$ cat config.mk
export PLATFORM = sky130hd
export DESIGN_NAME = bonus_ctrl
export DESIGN_NICKNAME = d
export VERILOG_FILES = /design/src/rtl/bonus_ctrl.sv
export SDC_FILE = /design/constraint.sdc
export NUM_CORES = 1
export LEC_CHECK = 0
export BUFFER_PORTS_ARGS = -buffer_cell sky130_fd_sc_hd__buf_2
export CORE_ASPECT_RATIO = 1.75
export CORE_UTILIZATION = 54
export CTS_BUF_LIST = sky130_fd_sc_hd__clkbuf_4
export CTS_CLUSTER_DIAMETER = 200
export DETAILED_ROUTE_END_ITERATION = 7
export PLACE_DENSITY = 0.89
export SLEW_MARGIN = 20
export SYNTH_ARGS = -nofsm -noshare
export SYNTH_HDL_FRONTEND = slang
export SYNTH_SLANG_ARGS = --single-unit
$ cat constraint.sdc
create_clock -name clk -period 2.8 [get_ports clk]
set_input_delay 0.56 -clock clk [delete_from_list [all_inputs] [get_ports clk]]
set_output_delay 0.56 -clock clk [all_outputs]
set_load 0.02 [all_outputs]
$ cat src/rtl/bonus_ctrl.sv
// Bonus object sequencer: park, spawn, fall, catch/miss, effect and cooldown.
// In: clk, reset, startOfFrame, spawn_req, spawnX/Y, paddle_hit, clear.
// Out: activate, topLeftMoveX/Y, visible, award, effect_active (all registered).
module bonus_ctrl #(
    parameter int FALL_SPEED      = 2,
    parameter int BOTTOM_Y        = 479,
    parameter int EFFECT_FRAMES   = 600,
    parameter int COOLDOWN_FRAMES = 60
) (
    input  logic        clk,
    input  logic        reset,
    input  logic        startOfFrame,
    input  logic        spawn_req,
    input  logic [10:0] spawnX,
    input  logic [10:0] spawnY,
    input  logic        paddle_hit,
    input  logic        clear,
    output logic        activate,
    output logic [10:0] topLeftMoveX,
    output logic [10:0] topLeftMoveY,
    output logic        visible,
    output logic        award,
    output logic        effect_active
);

    typedef enum logic [1:0] {
        IDLE     = 2'd0,
        FALLING  = 2'd1,
        ACTIVE   = 2'd2,
        COOLDOWN = 2'd3
    } state_t;

    localparam int CMAX = (EFFECT_FRAMES > COOLDOWN_FRAMES) ?
                          EFFECT_FRAMES : COOLDOWN_FRAMES;
    localparam int CW   = $clog2(CMAX + 1);

    localparam logic [CW-1:0] EF_LAST = CW'(EFFECT_FRAMES - 1);
    localparam logic [CW-1:0] CF_LAST = CW'(COOLDOWN_FRAMES - 1);
    localparam logic [CW-1:0] CNT_ONE = CW'(1);
    localparam logic [11:0]   BOT     = 12'(BOTTOM_Y);
    localparam logic [11:0]   STEP    = 12'(FALL_SPEED);

    state_t        state_q, state_d;
    logic [CW-1:0] cnt_q, cnt_d;
    logic [10:0]   x_q, x_d;
    logic [10:0]   y_q, y_d;
    logic [11:0]   y_next;

    logic activate_q, activate_d;
    logic visible_q, visible_d;
    logic award_q, award_d;
    logic effect_q, effect_d;

    // State and datapath registers.
    always_ff @(posedge clk) begin
        if (reset) begin
            state_q    <= IDLE;
            cnt_q      <= '0;
            x_q        <= '0;
            y_q        <= '0;
            activate_q <= 1'b1;
            visible_q  <= 1'b0;
            award_q    <= 1'b0;
            effect_q   <= 1'b0;
        end else begin
            state_q    <= state_d;
            cnt_q      <= cnt_d;
            x_q        <= x_d;
            y_q        <= y_d;
            activate_q <= activate_d;
            visible_q  <= visible_d;
            award_q    <= award_d;
            effect_q   <= effect_d;
        end
    end

    // Next state. Y is stepped in 12 bits so a step past the
    // bottom row is detected instead of wrapping.
    always_comb begin
        state_d = state_q;
        cnt_d   = cnt_q;
        x_d     = x_q;
        y_d     = y_q;
        y_next  = {1'b0, y_q} + STEP;
        if (clear) begin
            state_d = IDLE;
            cnt_d   = '0;
        end else begin
            unique case (state_q)
                IDLE: begin
                    if (spawn_req) begin
                        state_d = FALLING;
                        x_d     = spawnX;
                        y_d     = spawnY;
                    end
                end
                FALLING: begin
                    // Catch has priority over a simultaneous miss.
                    if (paddle_hit) begin
                        state_d = ACTIVE;
                        cnt_d   = '0;
                    end else if (startOfFrame) begin
                        if (y_next > BOT) begin
                            state_d = COOLDOWN;
                            cnt_d   = '0;
                        end else begin
                            y_d = y_next[10:0];
                        end
                    end
                end
                ACTIVE: begin
                    if (startOfFrame) begin
                        if (cnt_q == EF_LAST) begin
                            state_d = COOLDOWN;
                            cnt_d   = '0;
                        end else begin
                            cnt_d = cnt_q + CNT_ONE;
                        end
                    end
                end
                COOLDOWN: begin
                    if (startOfFrame) begin
                        if (cnt_q == CF_LAST) begin
                            state_d = IDLE;
                            cnt_d   = '0;
                        end else begin
                            cnt_d = cnt_q + CNT_ONE;
                        end
                    end
                end
                default: begin
                    state_d = IDLE;
                    cnt_d   = '0;
                end
            endcase
        end
    end

    // Registered outputs follow the state being entered.
    always_comb begin
        activate_d = (state_d == IDLE) || (state_d == COOLDOWN);
        visible_d  = (state_d == FALLING);
        effect_d   = (state_d == ACTIVE);
        award_d    = !clear && (state_q == FALLING) && paddle_hit;
    end

    assign activate      = activate_q;
    assign topLeftMoveX  = x_q;
    assign topLeftMoveY  = y_q;
    assign visible       = visible_q;
    assign award         = award_q;
    assign effect_active = effect_q;

endmodule

==> qor.csv, run 1 <==
metric,value,unit
path_cells,"ha_1, and3_1, mux2i_1, o31ai_4, o311ai_2, inv_1, ha_1, or2_2",
routedWlPerCell,15.14,microns
fin_crit,2.550,ns
worstSkewPairLatency,0.36,ns
numCtsBuffers,5,
cts-htree-levels,2,
antenna_cells,0,
place_area,2356,sq um
cp.required,3.05,ns
drt-initial-drc-count,77,
vdd_drop_max,0.3546,mV
die_y,83.33,microns
fmax,392.1,MHz
stdcell_area,2410,sq um
vias_per_cell,5.922,
yosysMostFrequentCell,nand2_1,
fin_skew,0.008174,ns
path_class,flip-flop to flip-flop,
hold_violations,0,
cpMaxStageDelayCell,dfxtp_1,
grt_start_max_net_pins,27,
place_inst,352,
worst-path-max-fanout,8,
cp-end-kind,flip-flop,
synth_top_area_cell,dfxtp_1,
finalMaxSlewViolations,0,
die_width,48.47,microns
yosys-top-cells-count,"44 x nand2_1, 38 x dfxtp_1, 29 x a21oi_1",
io_pins,54,
synth-edff-count,0,
area_growth,18.09,%
grt_pass1_vias,2102,
nets,345,
slowest_delay,0.49,ns
max_cap_viol_count,0,
synthCells,259,
synth-warning-count,0,
numPortBuffers,53,
rsz0062_at_grt,false,
tns,0,ns
drc,0,
std_cell_rows,29,
synth-seq-cells,38,
antenna_found_initial,0,
outcome,finished clean,
cts_root_buf,clkbuf_4,
core-area,3628,sq um
die_area,4039,sq um
ys_top_cells_by_area,"dfxtp_1 37%, nand2_1 8.1%, a21oi_1 7.1%",
grt_pass1_wl,8914,microns
start_util,56.24,%
clock_sinks,38,
ctsHoldBuffers,0,
dr.pass1.iters,5,
cts_setup_buffers,0,
postRouteWirelength,5452,microns
tightest_slew,0.6893,ns
clockBufferDepth,2,
overflow,0,
postSynth.asyncResetShare,0,%
hold_class,input port to flip-flop,
ys.flop_type,dfxtp_1,
start_kind,flip-flop,
post-route-period-util,91.07,%
path_clk_slew,0.12,ns
p_per_area,430.3,nW/um^2
ctsResizeCount,0,
final_cells,360,
finalSetupViolCount,0,
seq_area_frac_synth,37.28,%
postSynthAreaPerCell,7.879,sq um
track_usage,28.20,%
maxSlewHeadroom,53.64,%
postLayoutCoreUtil,66.41,%
syn_nets,291,
synth_top_area_share,37.28,%
synth_cell_types,50,
cp_common_cell,ha_1,
p_leak,0.0009441,uW
postRouteAntennaNets,0,
hpwlAfterDp,4114,microns
synth_area,2041,sq um
tritoncts,done,
place.gp.congestion,0.9359,
cp.arrival,2.80,ns
drive_gt1_share,25.48,%
vias,2132,
-- kinds of logic after synthesis --
| group | Yosys count | share of synthesized area [%] |
|---|---|---|
| buffers and inverters | 19 | 3.863 |
| DFF | 38 | 37.28 |
| and+or+nand+nor | 121 | 30.10 |
| muxes | 2 | 0.9810 |
| AOI/OAI and AO/OA | 75 | 25.32 |
| adders and majority gates | 4 | 2.453 |
-- worst paths after layout --
check | cells past startpoint | slack, ns | to | startpoint
min reg2reg | 2 | 0.46 | topLeftMoveX[1] | topLeftMoveX[1]
max | 8 | 0.25 | activate | topLeftMoveY[1]
max reg2reg | 8 | 0.25 | activate | topLeftMoveY[1]
min | 3 | 0.43 | topLeftMoveX[0] | spawnX[0]
-- critical path: cells and delay by family (launching register included) --
| kind | cells | cell delay (ns) |
|---|---|---|
| DFF | 1 | 0.49 |
| adders and majority gates | 2 | 0.55 |
| muxes | 1 | 0.35 |
| buffers and inverters | 1 | 0.08 |
| and+or+nand+nor | 2 | 0.51 |
| AOI/OAI and AO/OA | 2 | 0.46 |
-- flip-flops by register name, summed over array words and instances (netlist names) --
| register | count |
|---|---|
| award | 1 |
| topLeftMoveX | 11 |
| cnt_q | 10 |
| state_q | 2 |
| topLeftMoveY | 11 |
| effect_active | 1 |
| visible | 1 |
| activate | 1 |
-- report_power, final --
| group | internal, uW | switching [uW] | leakage (uW) |
|---|---|---|---|
| combinational | 65.2 | 107 | 0.000607 |
| sequential | 560 | 21.8 | 0.000309 |
| clock | 93.3 | 190 | 0.0000286 |
-- layout make-up --
type | count | area, sq um
Sequential cell | 38 | 760.7
Inverter | 7 | 26.28
Tap cell | 46 | 57.56
Fill cell | 327 | 1219
Clock inverter | 3 | 16.27
Clock buffer | 5 | 37.54
Multi-Input combinational cell | 202 | 1201
Timing Repair Buffer | 59 | 310.3
-- metal layers --
layer / GRT usage [%] / vias to the layer above / routed length, microns
met5: 0 / - / 0
met4: 17.91 / 0 / 187
met3: 4.945 / 18 / 187
met2: 52.62 / 68 / 2915
met1: 27.62 / 983 / 2161
li1: - / 1063 / -
-- through the flow --
stage | setup slack [ns] | total power [uW] | hold slack [ns]
after floorplan | 0.1981 | 699.0 | 0.4619
after global placement | 0.3539 | 761.9 | 0.4392
after detailed placement | 0.2911 | 765.1 | 0.4465
after CTS | 0.2396 | 1041 | 0.4249
after global routing | 0.1042 | 1088 | 0.4134
final | 0.2499 | 1037 | 0.4277
-- cells in the final DEF, fill, tap and decap left out, types with 5 or more instances in the layout --
| cell type | Yosys | final |
|---|---|---|
| nand4_1 | 5 | 5 |
| clkbuf_4 | 0 | 5 |
| nor2b_1 | 5 | 5 |
| a311oi_1 | 5 | 5 |
| buf_4 | 0 | 6 |
| and3_1 | 7 | 7 |
| a21oi_1 | 29 | 29 |
| buf_2 | 6 | 53 |
| nand3_1 | 7 | 7 |
| o21ai_0 | 9 | 9 |
| inv_1 | 7 | 7 |
| dfxtp_1 | 38 | 38 |
| o211ai_1 | 6 | 6 |
| nand2_1 | 44 | 44 |
| nor2_1 | 17 | 17 |
| nor3_1 | 10 | 10 |
| or2_2 | 5 | 5 |
(Power assumes the default switching activity.)
==> inputs of run 2 (changes only) <==
- CORE_UTILIZATION: 54 -> 52
- CTS_BUF_LIST: sky130_fd_sc_hd__clkbuf_4 -> sky130_fd_sc_hd__clkbuf_16
- PLACE_DENSITY: 0.89 -> 0.86
==> qor.csv, run 2 (synthesized netlist as in run 1, its figures left out) <==
metric,value,unit
outcome,finished clean,
grt_pass1_vias,2063,
fmax,383.5,MHz
place_area,2349,sq um
highest_layer,met4,
tritoncts,done,
cts-htree-levels,2,
worstSkewPairLatency,0.28,ns
power_frac_seq,41.6,%
tightest_slew,0.5271,ns
area_growth,23.42,%
cp.arrival,2.78,ns
path_clk_slew,0.06,ns
std_cell_rows,29,
post-route-period-util,93.12,%
die_y,84.87,microns
stdcell_area,2519,sq um
wl_met3,278,microns
p_comb_share,12.0,%
p_sw_share,25.55,%
antenna_found_initial,0,
clockBufferDepth,2,
clockPowerShare,46.4,%
wl_met2,2811,microns
die_width,49.36,microns
finalSetupViolCount,0,
antenna_cells,0,
place.gp.congestion,0.9755,
max_cap_viol_count,0,
grt_pass1_wl,8694,microns
start_util,55.14,%
holdWs,0.4557,ns
cp-end-kind,flip-flop,
vias_per_cell,6.045,
drive_gt1_share,25.56,%
drt-initial-drc-count,86,
postRouteWirelength,5378,microns
numCtsBuffers,5,
crit_end,activate,
maxSlewHeadroom,64.86,%
pre_cts_ws,0.1894,ns
die_area,4189,sq um
cts_setup_buffers,0,
core-area,3701,sq um
ctsResizeCount,0,
path_class,flip-flop to flip-flop,
p_leak,0.0009851,uW
postRouteAntennaNets,0,
startpoint,topLeftMoveY[1],
r2r-end,activate,
p_int,1044,uW
numPortBuffers,53,
hold_violations,0,
layout_commonest_cell,buf_2,
wl_met1,2076,microns
cts_root_buf,clkbuf_16,
vdd_drop_max,0.5738,mV
worst-path-max-fanout,8,
routedWlPerCell,14.98,microns
vias,2170,
fin_crit,2.607,ns
hpwlAfterDp,3893,microns
r2r_slack,0.19,ns
fin_skew,0.003353,ns
drc,0,
final_cell_mix,"53 x buf_2, 44 x nand2_1, 38 x dfxtp_1, 29 x a21oi_1, 17 x nor2_1",
finalMaxSlewViolations,0,
place_inst,351,
regToRegStartpoint,topLeftMoveY[1],
start_kind,flip-flop,
p_per_area,556.8,nW/um^2
dr.pass1.iters,4,
p_sw,358.3,uW
rsz0062_at_grt,false,
track_usage,26.47,%
cp.required,2.97,ns
hold_class,flip-flop to flip-flop,
overflow,0,
ctsHoldBuffers,0,
setup_slack,0.1925,ns
final_cells,359,
reg2regPathDepth,8,
nFillCells,312,
grt_start_max_net_pins,27,
io_pins,54,
tns,0,ns
nets,344,
clock_sinks,38,
==> run 2: cell count changes in the layout (fill, tap and decap cells not counted) <==
cell / delta
clkbuf_4: -5
clkinvlp_4: +1
clkinv_2: -1
clkinv_1: -1
clkbuf_16: +5
bufinv_16: +1
buf_4: -1
==> run 2: worst max-delay path: stages (launching register included) <==
cell,delay [ns]
dfxtp_1,0.46
ha_1,0.26
and3_1,0.24
mux2i_1,0.37
o31ai_4,0.17
o311ai_2,0.37
inv_1,0.09
ha_1,0.27
or2_2,0.27
==> run 2: final cells by class <==
class                      instances  area (sq um)  share of cell area, %
timing repair buffer              58         302.8                  12.02
clock inverter                     3         45.04                  1.788
tap                               46         57.56                  2.285
multi-input combinational        202          1201                  47.69
inverter                           7         26.28                  1.043
clock buffer                       5         125.1                  4.968
sequential                        38         760.7                  30.20
==> run 2: power groups by stage <==
stage	clock network (uW)	registers, uW	logic (uW)
final	650	584	168
after floorplan	0	610	88.7
after global routing	679	587	184
after detailed placement	0	595	168
after CTS	656	583	168
after global placement	0	593	165
==> run 2: per-layer routing <==
layer / vias to the layer above / global-route usage (%)
met2: 96 / 47.45
li1: 1061 / -
met5: - / 0
met1: 988 / 26.91
met3: 25 / 5.735
met4: 0 / 16.84
==> run 2: worst min-delay path by stage <==
stage                             to        startpoint  slack (ns)  cells after the start
finish               topLeftMoveX[0]   topLeftMoveX[0]        0.46                      2
global route        topLeftMoveX[10]  topLeftMoveX[10]        0.48                      2
CTS                 topLeftMoveX[10]  topLeftMoveX[10]        0.45                      2
detailed placement  topLeftMoveX[10]  topLeftMoveX[10]        0.45                      2
global placement     topLeftMoveX[9]   topLeftMoveX[9]        0.44                      2
floorplan                   cnt_q[9]          cnt_q[9]        0.46                      2
==> run 2: metrics by stage <==
step	utilization [%]	total power (uW)
global route	68.05	1449
detailed placement	63.46	762.5
CTS	68.05	1408
global placement	63.46	757.6
floorplan	-	699.0
finish	68.05	1402
==> inputs of run 3 (changes only) <==
- CELL_PAD_IN_SITES_DETAIL_PLACEMENT: unset -> 0
- CELL_PAD_IN_SITES_GLOBAL_PLACEMENT: unset -> 1
- CORE_UTILIZATION: 52 -> 38
- PLACE_DENSITY: 0.86 -> 0.87
- SLEW_MARGIN: 20 -> unset
==> qor.csv, run 3 (synthesized netlist as in run 1, its figures left out) <==
metric,value,unit
outcome,"complete, but fails checks",
violations,design-rule violations,
drive_gt1_share,26.03,%
vdd_drop_max,0.3451,mV
cpMaxStageDelayCell,dfxtp_1,
post-route-period-util,91.00,%
finalMaxSlewViolations,0,
hold_violations,0,
start_util,39.16,%
hpwlAfterDp,4229,microns
final_cells,370,
cp.arrival,2.72,ns
fin_crit,2.548,ns
cts_setup_buffers,0,
postRouteWirelength,5638,microns
finalSetupViolCount,0,
core-area,5211,sq um
start_kind,flip-flop,
worst-path-max-fanout,8,
place_inst,362,
antenna_found_initial,0,
p_per_area,584.1,nW/um^2
path_cells,"ha_1, and3_1, mux2i_1, o31ai_4, o311ai_2, inv_1, ha_1, or2_2",
track_usage,21.26,%
vias_per_cell,5.800,
tritoncts,done,
worstHoldPathCells,2,
cts-htree-levels,2,
grt_pass1_vias,2067,
overflow,0,
rsz0062_at_grt,false,
place.gp.congestion,0.9011,
clockBufferDepth,2,
drt-initial-drc-count,59,
tns,0,ns
cp.required,2.97,ns
place_area,2375,sq um
ctsHoldBuffers,0,
die_area,5679,sq um
numPortBuffers,53,
postRouteAntennaNets,0,
postLayoutCoreUtil,49.29,%
die_width,57.40,microns
reg2regPathDepth,8,
vias,2146,
slowest_delay,0.47,ns
cts_root_buf,clkbuf_16,
routedWlPerCell,15.24,microns
fmax,392.5,MHz
cp-end-kind,flip-flop,
p_leak,0.001014,uW
std_cell_rows,35,
maxSlewHeadroom,65.37,%
tightest_slew,0.5195,ns
cp_common_cell,ha_1,
grt_pass1_wl,9473,microns
antenna_cells,0,
io_pins,54,
numCtsBuffers,5,
worstSkewPairLatency,0.28,ns
ctsResizeCount,0,
nFillCells,523,
grt_start_max_net_pins,27,
hold_class,flip-flop to flip-flop,
fin_skew,0.002711,ns
final_cell_mix,"53 x buf_2, 44 x nand2_1, 38 x dfxtp_1, 29 x a21oi_1, 17 x nor2_1",
drc,2,
path_class,flip-flop to flip-flop,
area_growth,25.87,%
die_y,98.95,microns
stdcell_area,2569,sq um
clock_sinks,38,
dr.pass1.iters,6,
path_clk_slew,0.06,ns
nets,346,
layout_commonest_cell,buf_2,
max_cap_viol_count,0,
[run 3: cell count changes in the layout (fill, tap and decap cells not counted), sizes merged]
cell,change
buf,+2
clkinvlp,-2
bufinv,+1
clkinv,+1
[run 3: worst paths after layout]
| kind | from | endpoint | slack (ns) |
|---|---|---|---|
| worst max register to register | topLeftMoveY[1] | activate | 0.25 |
| worst min register to register | topLeftMoveX[1] | topLeftMoveX[1] | 0.45 |
| worst max-delay path | topLeftMoveY[1] | activate | 0.25 |
| worst min-delay path | topLeftMoveX[1] | topLeftMoveX[1] | 0.45 |
[run 3: stage by stage]
step	total power, uW	hold WS, ns	setup WS [ns]
after global routing	1555	0.4708	0.08235
after detailed placement	768.3	0.4432	0.2691
after CTS	1513	0.4516	0.2481
final	1500	0.4514	0.2520
after global placement	766.6	0.4395	0.3365
after floorplan	699.0	0.4619	0.1981
[run 3: layout make-up]
type | count | area (sq um) | area share, %
Clock inverter | 3 | 68.82 | 2.679
Inverter | 7 | 26.28 | 1.023
Multi-Input combinational cell | 202 | 1201 | 46.76
Clock buffer | 5 | 125.1 | 4.871
Timing Repair Buffer | 60 | 317.8 | 12.37
Tap cell | 55 | 68.82 | 2.679
Sequential cell | 38 | 760.7 | 29.62
[run 3: worst max-delay path: cells and delay by family, from the launching register on]
family,cells,cell delay [ns]
AOI/OAI and AO/OA,2,0.48
muxes,1,0.34
DFF,1,0.47
adders and majority gates,2,0.55
buffers and inverters,1,0.08
and+or+nand+nor,2,0.51
[run 3: per-layer routing]
layer  global-route usage [%]  routed length [microns]  vias up
met5                        0                        0        -
met4                    13.13                      228        0
met3                    3.543                      210       18
met2                    38.37                     3055       54
met1                    22.02                     2144     1010
li1                         -                        -     1064
[run 3: power breakdown]
group	internal (uW)	leakage, uW	switching [uW]
registers	561	0.000309	20.9
logic	66.1	0.000611	108
clock network	512	0.0000940	232
